$ cat src/rtl/rtc_settable_clk.sv
// Settable 24 h real-time clock with two-button set FSM, blinking edit field,
// 12/24 h display option and a 4-digit active-low seven-segment scan driver.
module rtc_settable_clk #(
  parameter int unsigned CLK_HZ     = 100_000_000,
  parameter int unsigned REFRESH_HZ = 1000,
  parameter int unsigned BLINK_HZ   = 2
) (
  input  logic       clk,
  input  logic       reset,
  input  logic       mode,
  input  logic       fmt12,
  input  logic       btn_set,
  input  logic       btn_inc,
  output logic [3:0] basys_anode,
  output logic [6:0] display_ssd,
  output logic [7:0] hr_bcd,
  output logic [7:0] min_bcd,
  output logic [7:0] sec_bcd,
  output logic       pm,
  output logic [1:0] set_state,
  output logic       sec_tick
);

  localparam int unsigned DWELL      = CLK_HZ / (4 * REFRESH_HZ);
  localparam int unsigned BLINK_HALF = CLK_HZ / (2 * BLINK_HZ);
  localparam int unsigned PW = (CLK_HZ > 1)     ? $clog2(CLK_HZ)     : 1;
  localparam int unsigned DW = (DWELL > 1)      ? $clog2(DWELL)      : 1;
  localparam int unsigned BW = (BLINK_HALF > 1) ? $clog2(BLINK_HALF) : 1;

  if (DWELL < 1 || CLK_HZ < 2 * BLINK_HZ) begin : g_bad_params
    $error("rtc_settable_clk: illegal CLK_HZ/REFRESH_HZ/BLINK_HZ combination");
  end

  typedef enum logic [1:0] {
    ST_RUN = 2'd0,
    ST_HR  = 2'd1,
    ST_MIN = 2'd2
  } state_t;

  state_t        state;
  logic [PW-1:0] presc;
  logic [4:0]    hr;
  logic [5:0]    mn;
  logic [5:0]    sc;
  logic          set_q;
  logic          inc_q;
  logic [DW-1:0] dwell_cnt;
  logic [1:0]    idx;
  logic [BW-1:0] blink_cnt;
  logic          blink_off;

  logic          set_press;
  logic          inc_press;
  logic          tick;
  logic [4:0]    disp_hr;
  logic [15:0]   page;
  logic [3:0]    digit;
  logic          edit_digit;
  logic [3:0]    anode_nxt;

  function automatic logic [7:0] to_bcd(input logic [5:0] v);
    logic [5:0] t;
    t = v / 6'd10;
    return {4'(t), 4'(v - t * 6'd10)};
  endfunction

  function automatic logic [6:0] seg7(input logic [3:0] d);
    case (d)
      4'd0:    return 7'b1000000;
      4'd1:    return 7'b1111001;
      4'd2:    return 7'b0100100;
      4'd3:    return 7'b0110000;
      4'd4:    return 7'b0011001;
      4'd5:    return 7'b0010010;
      4'd6:    return 7'b0000010;
      4'd7:    return 7'b1111000;
      4'd8:    return 7'b0000000;
      4'd9:    return 7'b0010000;
      default: return 7'b1111111;
    endcase
  endfunction

  // Set has priority: an inc edge in the same cycle as a set edge is dropped.
  assign set_press = btn_set & ~set_q;
  assign inc_press = btn_inc & ~inc_q & ~set_press;
  assign tick      = (state == ST_RUN) && (presc == PW'(CLK_HZ - 1));

  assign sec_tick  = tick;
  assign set_state = state;
  assign hr_bcd    = to_bcd(6'(hr));
  assign min_bcd   = to_bcd(mn);
  assign sec_bcd   = to_bcd(sc);
  assign pm        = (hr >= 5'd12);

  // Display page, digit selection and blink masking for the next scan slot.
  always_comb begin
    disp_hr = hr;
    if (fmt12) begin
      if (hr == 5'd0)       disp_hr = 5'd12;
      else if (hr > 5'd12)  disp_hr = hr - 5'd12;
    end
    page  = mode ? {min_bcd, sec_bcd} : {to_bcd(6'(disp_hr)), min_bcd};
    digit = page[4*idx +: 4];
    edit_digit = 1'b0;
    case (state)
      ST_HR:   edit_digit = ~mode & idx[1];
      ST_MIN:  edit_digit = mode ? idx[1] : ~idx[1];
      default: edit_digit = 1'b0;
    endcase
    anode_nxt = ~(4'b0001 << idx);
    if (blink_off && edit_digit) anode_nxt = 4'b1111;
  end

  always_ff @(posedge clk) begin
    if (reset) begin
      state       <= ST_RUN;
      presc       <= '0;
      hr          <= '0;
      mn          <= '0;
      sc          <= '0;
      set_q       <= 1'b0;
      inc_q       <= 1'b0;
      dwell_cnt   <= '0;
      idx         <= '0;
      blink_cnt   <= '0;
      blink_off   <= 1'b0;
      basys_anode <= 4'b1111;
      display_ssd <= 7'b1111111;
    end else begin
      set_q       <= btn_set;
      inc_q       <= btn_inc;
      basys_anode <= anode_nxt;
      display_ssd <= seg7(digit);

      if (dwell_cnt == DW'(DWELL - 1)) begin
        dwell_cnt <= '0;
        idx       <= idx + 2'd1;
      end else begin
        dwell_cnt <= dwell_cnt + DW'(1);
      end

      // Entering either edit state restarts the blink in its visible phase.
      if (set_press && state != ST_MIN) begin
        blink_cnt <= '0;
        blink_off <= 1'b0;
      end else if (blink_cnt == BW'(BLINK_HALF - 1)) begin
        blink_cnt <= '0;
        blink_off <= ~blink_off;
      end else begin
        blink_cnt <= blink_cnt + BW'(1);
      end

      case (state)
        ST_RUN: begin
          if (tick) begin
            presc <= '0;
            if (sc == 6'd59) begin
              sc <= '0;
              if (mn == 6'd59) begin
                mn <= '0;
                hr <= (hr == 5'd23) ? 5'd0 : hr + 5'd1;
              end else begin
                mn <= mn + 6'd1;
              end
            end else begin
              sc <= sc + 6'd1;
            end
          end else begin
            presc <= presc + PW'(1);
          end
          if (set_press) state <= ST_HR;
        end
        ST_HR: begin
          if (set_press)      state <= ST_MIN;
          else if (inc_press) hr <= (hr == 5'd23) ? 5'd0 : hr + 5'd1;
        end
        ST_MIN: begin
          if (set_press) begin
            state <= ST_RUN;
            sc    <= '0;
            presc <= '0;
          end else if (inc_press) begin
            mn <= (mn == 6'd59) ? 6'd0 : mn + 6'd1;
          end
        end
        default: state <= ST_RUN;
      endcase
    end
  end

endmodule
$ cat config.mk
export PLATFORM = sky130hd
export DESIGN_NAME = rtc_settable_clk
export DESIGN_NICKNAME = d
export VERILOG_FILES = /design/src/rtl/rtc_settable_clk.sv
export SDC_FILE = /design/constraint.sdc
export NUM_CORES = 1
export LEC_CHECK = 0
export ABC_CLOCK_PERIOD_IN_PS = 8600
export BUFFER_PORTS_ARGS = -buffer_cell sky130_fd_sc_hd__buf_2
export CELL_PAD_IN_SITES_DETAIL_PLACEMENT = 1
export CELL_PAD_IN_SITES_GLOBAL_PLACEMENT = 2
export CORE_UTILIZATION = 40
export CTS_CLUSTER_DIAMETER = 40
export DETAILED_ROUTE_END_ITERATION = 10
export GPL_ROUTABILITY_DRIVEN = 0
export GPL_TIMING_DRIVEN = 0
export HOLD_SLACK_MARGIN = 0.1
export PLACE_DENSITY_LB_ADDON = 0.1
export REMOVE_ABC_BUFFERS = 1
export SLEW_MARGIN = 20
export SYNTH_ARGS = -nofsm -noshare
export SYNTH_HDL_FRONTEND = slang
export SYNTH_SLANG_ARGS = --single-unit
$ cat constraint.sdc
create_clock -name clk -period 8.6 [get_ports clk]
set_input_delay 1.72 -clock clk [delete_from_list [all_inputs] [get_ports clk]]
set_output_delay 1.72 -clock clk [all_outputs]
set_load 0.01 [all_outputs]
==> impl_metrics.yaml, run 1 <==
clock_network:
  cts.sinks: 102
  cts_hold_repair.buffers: 0
  clock_latency_ns: 0.35
  post_cts_resize_count: 0
  cts_buffers: 9
  clockRootBuffer: "clkbuf_16"
  cts_htree_levels: 3
  clk_pin_slew_worst_paths_ns: 0.07
  cts_buffer_depth: 2
  postCtsSetupBuffers: 0
  tritoncts: "done"
floorplan:
  io_pins: 45
  dieWidth_um: 125.6
  rows: 44
  core_area_um2: 14700
  die_h_um: 125.6
  start_util_pct: 41.59
  dieArea_um2: 15780
global_routing:
  grt_pass1_vias: 5184
  grt_overflow: 0
  antenna_found_initial: 0
  grt_pass1_wl_mm: 24.87
  grt_usage_pct: 19.36
  grt_max_degree: 39
synth:
  ys_types: 69
  synth_edf_count: 0
  synth_top_area_cell: "dfxtp_1"
  synth.ff_latch_count: 102
  synth-warning-count: 0
  synth_most_common_cell: "nor2_1"
  syn_area_um2: 6113
  synth-seq-area-share_pct: 33.40
  synth_ff_type: "dfxtp_1"
  yosysTopAreaCellShare_pct: 33.40
  syn_avg_cell_area_um2: 8.173
  async_flop_share_pct: 0
  syn-instance-count: 748
  synth_area_leaders: "dfxtp_1 33%, ha_1 8.2%, nor2_1 7.3%"
  synth_common_cells: "119 x nor2_1, 102 x dfxtp_1, 51 x nand2_1"
drt:
  wl_per_cell_um: 15.37
  route.vias.total: 5134
  vias_per_cell: 5.393
  first_iter_violations: 226
  drt-total-wl_mm: 14.63
  drtAntennaViolNets: 0
  drc: 8
  dr.pass1.iters: 7
worst_setup_path:
  crit_arrival_ns: 4.70
  worstPathMaxFanout: 13
  cp-end-kind: "output port"
  cp-start-kind: "flip-flop"
  cp.required_ns: 6.88
  crit_type: "flip-flop to output port"
power:
  p_per_area_nw_per_um2: 148.0
  power.internal_uw: 718.0
  switching_power_uw: 265.3
  power_frac_clock_pct: 39.2
  peakVddDrop_v: 0.0001104
  p_sw_share_pct: 26.99
  p_seq_share_pct: 50.3
  static-leakage-power_nw: 2.609
  combPwrFrac_pct: 10.5
placement:
  portBuffers: 40
  hpwl_mm: 10.93
timing:
  clock.fmax_mhz: 155.7
  rsz0062_at_grt: "no"
  finalClockSkew_ns: 0.007932
  hold_violations: 0
  drv_slew: 0
  finalCriticalPeriod_ns: 6.423
  setup_viol: 0
  tns_ns: 0
  relSlewSlack_pct: 37.99
  tightest_slew_ns: 0.9301
  fin_crit_sh_pct: 74.69
final_layout:
  finish.utilization_pct: 45.20
  num-nets-final: 815
  n_fill_cell: 1783
  seq_area_um2: 2042
  antenna_cells: 0
  drive_above_1_share_pct: 8.854
  multi_input_area_um2: 3732
  area_growth_pct: 8.678
run_status:
  status: "complete, but fails checks"
  failed_checks: "DRC"
flow_run:
  maxCapViolations: 0
hold_path:
  hold_class: "flip-flop to flip-flop"
-- path summary, 6_finish.rpt --
path | startpoint | to | slack, ns | cells after the start
max | sc[3]$_SDFFE_PP0P_ | sec_bcd[3] | 2.18 | 15
max reg2reg | sc[3]$_SDFFE_PP0P_ | display_ssd[6]$_SDFF_PP1_ | 3.16 | 18
min | dwell_cnt[0]$_SDFF_PP0_ | dwell_cnt[0]$_SDFF_PP0_ | 0.46 | 1
min reg2reg | dwell_cnt[0]$_SDFF_PP0_ | dwell_cnt[0]$_SDFF_PP0_ | 0.46 | 1
-- flip-flops by register name, indices dropped and copies added (netlist names) --
| register | cells |
|---|---|
| presc | 27 |
| blink_cnt | 25 |
| dwell_cnt | 15 |
| display_ssd | 7 |
| mn | 6 |
| sc | 6 |
| hr | 5 |
| basys_anode | 4 |
| idx | 2 |
| set_state | 2 |
| blink_off | 1 |
| inc_q | 1 |
| set_q | 1 |
-- cell type report --
type | count | share of cell area [%]
clock buffers | 10 | 3.446
clock inverters | 4 | 0.5085
inverters | 47 | 2.655
multi-input cells | 565 | 56.18
flip-flops and latches | 102 | 30.73
well taps | 184 | 3.465
repair buffers | 40 | 3.013
-- through the flow --
stage               power [mW]  worst slack (ns)  instances  hold slack [ns]  cell area, um^2
detailed placement      0.6102             2.567        938           0.4503             6381
finish                  0.9833             2.177        952           0.4584             6644
global route             1.032             1.813        952           0.4792             6644
CTS                      1.004             2.154        952           0.4662             6644
floorplan               0.5742             3.430        714           0.4132             5951
global placement        0.6067             2.684        938           0.4262             6381
-- per-layer routing --
metal / up-vias / share of wire (%) / track usage, % / routed length, um
li1: 2570 / - / - / -
met1: 2507 / 48 / 24.06 / 7009
met2: 50 / 49 / 34.15 / 7176
met3: 7 / 2.2 / 4.460 / 329
met4: 0 / 0.80 / 3.802 / 117
met5: - / 0 / 0 / 0
-- cell usage in the layout, fill, tap and decap left out, drive strengths merged, types with 7 or more instances in the layout --
cell type and count:
o21ai 20, nor4 9, buf 40, nand2 51
dfxtp 102, nor3 16, nand3b 7, inv 48
a211oi 7, xor2 35, ha 40, and2 7
nand3 34, nor2 119, a21oi 24, clkbuf 10
nor2b 10, mux2i 13, nand2b 14, and3 13
nand4 20, xnor2 34
-- logic make-up after synthesis --
family | Yosys count | synth area share, %
other | 1 | 0.06134
buffers and inverters | 84 | 5.731
flip-flops | 102 | 33.40
AND/OR/NAND/NOR | 338 | 28.41
AO/OA/AOI/OAI | 97 | 10.89
multiplexers | 13 | 2.128
XOR/XNOR | 69 | 9.885
adder cells (fa/ha/maj) | 44 | 9.497
-- power by group through the flow --
| stage | sequential, mW | combinational (mW) | clock, mW |
|---|---|---|---|
| after floorplan | 0.506 | 0.0679 | 0 |
| after CTS | 0.495 | 0.105 | 0.405 |
| after global routing | 0.496 | 0.116 | 0.420 |
| after global placement | 0.505 | 0.102 | 0 |
| after detailed placement | 0.506 | 0.104 | 0 |
| final | 0.494 | 0.103 | 0.386 |
-- worst max-delay path: stages (launching register included) --
cell and delay, ns:
dfxtp_1 0.59, inv_1 0.16, ha_1 0.37, nand2b_1 0.12
a22oi_1 0.07, o31ai_1 0.65, ha_1 0.36, a221oi_1 0.44
nor2_1 0.18, inv_1 0.15, ha_1 0.16, inv_1 0.05
fa_1 0.38, xor2_1 0.29, xnor2_1 0.21, buf_2 0.18
Power figures use the tool's default switching activity.
==> inputs of run 2 (changes only) <==
--- a/config.mk
+++ b/config.mk
@@ -5,11 +5,12 @@
 export SDC_FILE = /design/constraint.sdc
 export NUM_CORES = 1
 export LEC_CHECK = 0
-export ABC_CLOCK_PERIOD_IN_PS = 8600
+export ABC_AREA = 1
+export ABC_CLOCK_PERIOD_IN_PS = 6730
 export BUFFER_PORTS_ARGS = -buffer_cell sky130_fd_sc_hd__buf_2
 export CELL_PAD_IN_SITES_DETAIL_PLACEMENT = 1
 export CELL_PAD_IN_SITES_GLOBAL_PLACEMENT = 2
-export CORE_UTILIZATION = 40
+export CORE_UTILIZATION = 35
 export CTS_CLUSTER_DIAMETER = 40
 export DETAILED_ROUTE_END_ITERATION = 10
 export GPL_ROUTABILITY_DRIVEN = 0
==> constraint.sdc (replaced) <==
create_clock -name clk -period 6.73 [get_ports clk]
set_input_delay 1.346 -clock clk [delete_from_list [all_inputs] [get_ports clk]]
set_output_delay 1.346 -clock clk [all_outputs]
set_load 0.01 [all_outputs]
==> run 2 against run 1 <==
  * The flow now finishes without violations
  * Final cell count is 22% higher
  * Via count rose by 14%
  * Clock power grew 54%
  * Combinational power increased by 9%
  * Critical path type unchanged
==> impl_metrics.yaml, run 2 <==
timing:
  tightest_slew_ns: 0.8925
  hold_violations: 0
  drv_slew: 0
  relSlewSlack_pct: 40.43
  worst_hold_slack_ns: 0.4464
  rsz0062_at_grt: "no"
  setup_viol: 0
  clock.fmax_mhz: 208.3
  tns_ns: 0
  fin_crit_sh_pct: 71.32
  finalCriticalPeriod_ns: 4.800
  finalClockSkew_ns: 0.008567
final_layout:
  seq_area_um2: 2042
  area_growth_pct: 11.10
  multi_input_area_um2: 3679
  num-nets-final: 985
  mostFrequentLayoutCell: "nand2_1"
  drive_above_1_share_pct: 11.38
  top_register: "presc"
  antenna_cells: 0
  mostFrequentLayoutCells: "186 x nand2_1, 115 x inv_1, 103 x nor2_1, 102 x dfxtp_1, 65 x nand3_1"
  top_regs: "presc x27, blink_cnt x25, dwell_cnt x15"
  n_fill_cell: 2251
  largest_reg_flops: 27
synth:
  syn_avg_cell_area_um2: 7.011
  ys_types: 51
  synth.ff_latch_count: 102
  synth_most_common_cell: "nand2_1"
  synth-compound-area-share_pct: 11.18
  synth-seq-area-share_pct: 32.36
  synthAdderAreaFrac_pct: 9.201
  synth-simple-area-share_pct: 34.62
  syn_area_um2: 6310
  synth.area.mux_share_pct: 0
  synth_top_area_cell: "dfxtp_1"
  synth_common_cells: "186 x nand2_1, 115 x inv_1, 103 x nor2_1"
  synthXorXnorAreaFrac_pct: 3.054
  synth_area_leaders: "dfxtp_1 32%, nand2_1 11%, ha_1 7.9%"
  yosysTopAreaCellShare_pct: 32.36
  synth_top_family_by_area: "simple AND/OR/NAND/NOR gates"
  synth-warning-count: 0
  syn-instance-count: 900
  synth_edf_count: 0
  async_flop_share_pct: 0
  synth_ff_type: "dfxtp_1"
worst_setup_path:
  cp_slowest_cell: "dfxtp_1"
  cpPeakStageDelay_ns: 0.48
  cp-start-kind: "flip-flop"
  cp-end-kind: "output port"
  crit_type: "flip-flop to output port"
  crit_chain: "inv_2 > ha_1 > nand3_1 > nand3_1 > nand2_1 > inv_1 > ha_1 > nand2_1 > nand2_1 > nand2_1 > ha_1 > inv_1 > fa_1 > xor2_1 > nand3_1 > nand2_1 > inv_1 > buf_2"
  cp.required_ns: 5.38
  crit_arrival_ns: 3.45
  crit_buf_inv: 5
  crit_top_cell: "nand2_1"
  worstPathMaxFanout: 7
  critPathTopFamily: "adder cells"
clock_network:
  clockRootBuffer: "clkbuf_16"
  cts_htree_levels: 3
  cts_buffer_depth: 2
  cts.sinks: 102
  cts_buffers: 9
  postCtsSetupBuffers: 0
  post_cts_resize_count: 0
  clk_pin_slew_worst_paths_ns: 0.07
  cts_hold_repair.buffers: 0
  tritoncts: "done"
  clock_latency_ns: 0.36
drt:
  wl_per_cell_um: 14.32
  vias_per_cell: 5.031
  drc: 0
  first_iter_violations: 148
  dr.pass1.iters: 4
  drt-total-wl_mm: 16.68
  route.vias.total: 5861
  drtAntennaViolNets: 0
power:
  static-leakage-power_nw: 3.010
  peakVddDrop_v: 0.0001281
  p_per_area_nw_per_um2: 189.7
floorplan:
  rows: 48
  core_area_um2: 17480
  start_util_pct: 36.10
  dieWidth_um: 136.3
  dieArea_um2: 18570
  io_pins: 45
  die_h_um: 136.3
global_routing:
  grt_max_degree: 22
  grt_usage_pct: 19.23
  antenna_found_initial: 0
  grt_pass1_vias: 5932
  grt_pass1_wl_mm: 28.46
  grt_overflow: 0
placement:
  hpwl_mm: 13.02
  portBuffers: 40
flow_run:
  maxCapViolations: 0
run_status:
  status: "finished clean"
hold_path:
  hold_class: "flip-flop to flip-flop"
run 2: changes by cell type after synthesis, moves of 10 or more:
cell	previous run	this run
nand2_1	51	186
inv_1	46	115
a21oi_1	24	57
nand3_1	34	65
xnor2_1	34	8
nor3_1	15	37
xor2_1	35	14
clkbuf_1	23	5
nor2_1	119	103
mux2i_1	13	0
nand2b_1	13	0
inv_2	0	12
nor2b_1	10	0
run 2: kinds of logic after synthesis:
group	Yosys count
compound gates	121
xor+xnor	22
fa+ha+maj	44
buf+inv	147
flops	102
other cells	1
simple gates	463
run 2: metrics by stage:
stage / cells / cell area [um^2] / power [mW] / util (%) / worst slack [ns]
2_1_floorplan: 884 / 6201 / 0.7138 / - / 2.653
3_3_place_gp: 1149 / 6683 / 0.7481 / 38.24 / 2.246
3_5_place_dp: 1149 / 6683 / 0.7521 / 38.24 / 2.230
4_1_cts: 1165 / 7010 / 1.355 / 40.11 / 1.812
5_1_grt: 1165 / 7010 / 1.390 / 40.11 / 1.620
6_report: 1165 / 7010 / 1.330 / 40.11 / 1.930
run 2: layout make-up:
class | count | area share [%]
flip-flops and latches | 102 | 29.13
multi-input cells | 654 | 52.47
well taps | 225 | 4.016
inverters | 128 | 6.853
clock inverters | 7 | 1.463
repair buffers | 40 | 2.856
clock buffers | 9 | 3.213
run 2: routing by layer:
metal | GRT usage (%) | share of wire [%]
met1 | 23.31 | 46
met2 | 34.80 | 51
met3 | 3.020 | 1.8
met4 | 5.247 | 1.2
met5 | 0 | 0
run 2: worst paths after layout:
path	slack, ns	from	cells after the start	to
setup / recovery	1.93	sc[3]$_SDFFE_PP0P_	18	sec_bcd[3]
hold / removal	0.45	blink_cnt[0]$_SDFF_PP0_	1	blink_cnt[0]$_SDFF_PP0_
setup reg to reg	2.80	hr[2]$_SDFFE_PP0P_	21	display_ssd[0]$_SDFF_PP1_
hold reg to reg	0.45	blink_cnt[0]$_SDFF_PP0_	1	blink_cnt[0]$_SDFF_PP0_
run 2: worst register-to-register path, cell delays in order (launching register included):
cell and delay, ns:
dfxtp_1 0.57, ha_1 0.30, nand3_1 0.17, nand3_1 0.14, nand2_1 0.06, nand2_1 0.09
nand2_1 0.12, o21ai_2 0.20, ha_1 0.15, nand2_1 0.06, nand2_1 0.09, nand2_1 0.06
and2_1 0.14, ha_1 0.19, fa_1 0.48, nor2_1 0.04, nand2_1 0.07, nand3_1 0.21
inv_1 0.23, nand3_1 0.13, nand2_1 0.19, nand3_1 0.10
run 2: power breakdown:
part	leakage, nW	internal, mW	switching [mW]
Clock	0.157	0.332	0.262
Sequential	0.827	0.616	0.00839
Combinational	2.03	0.0345	0.0772
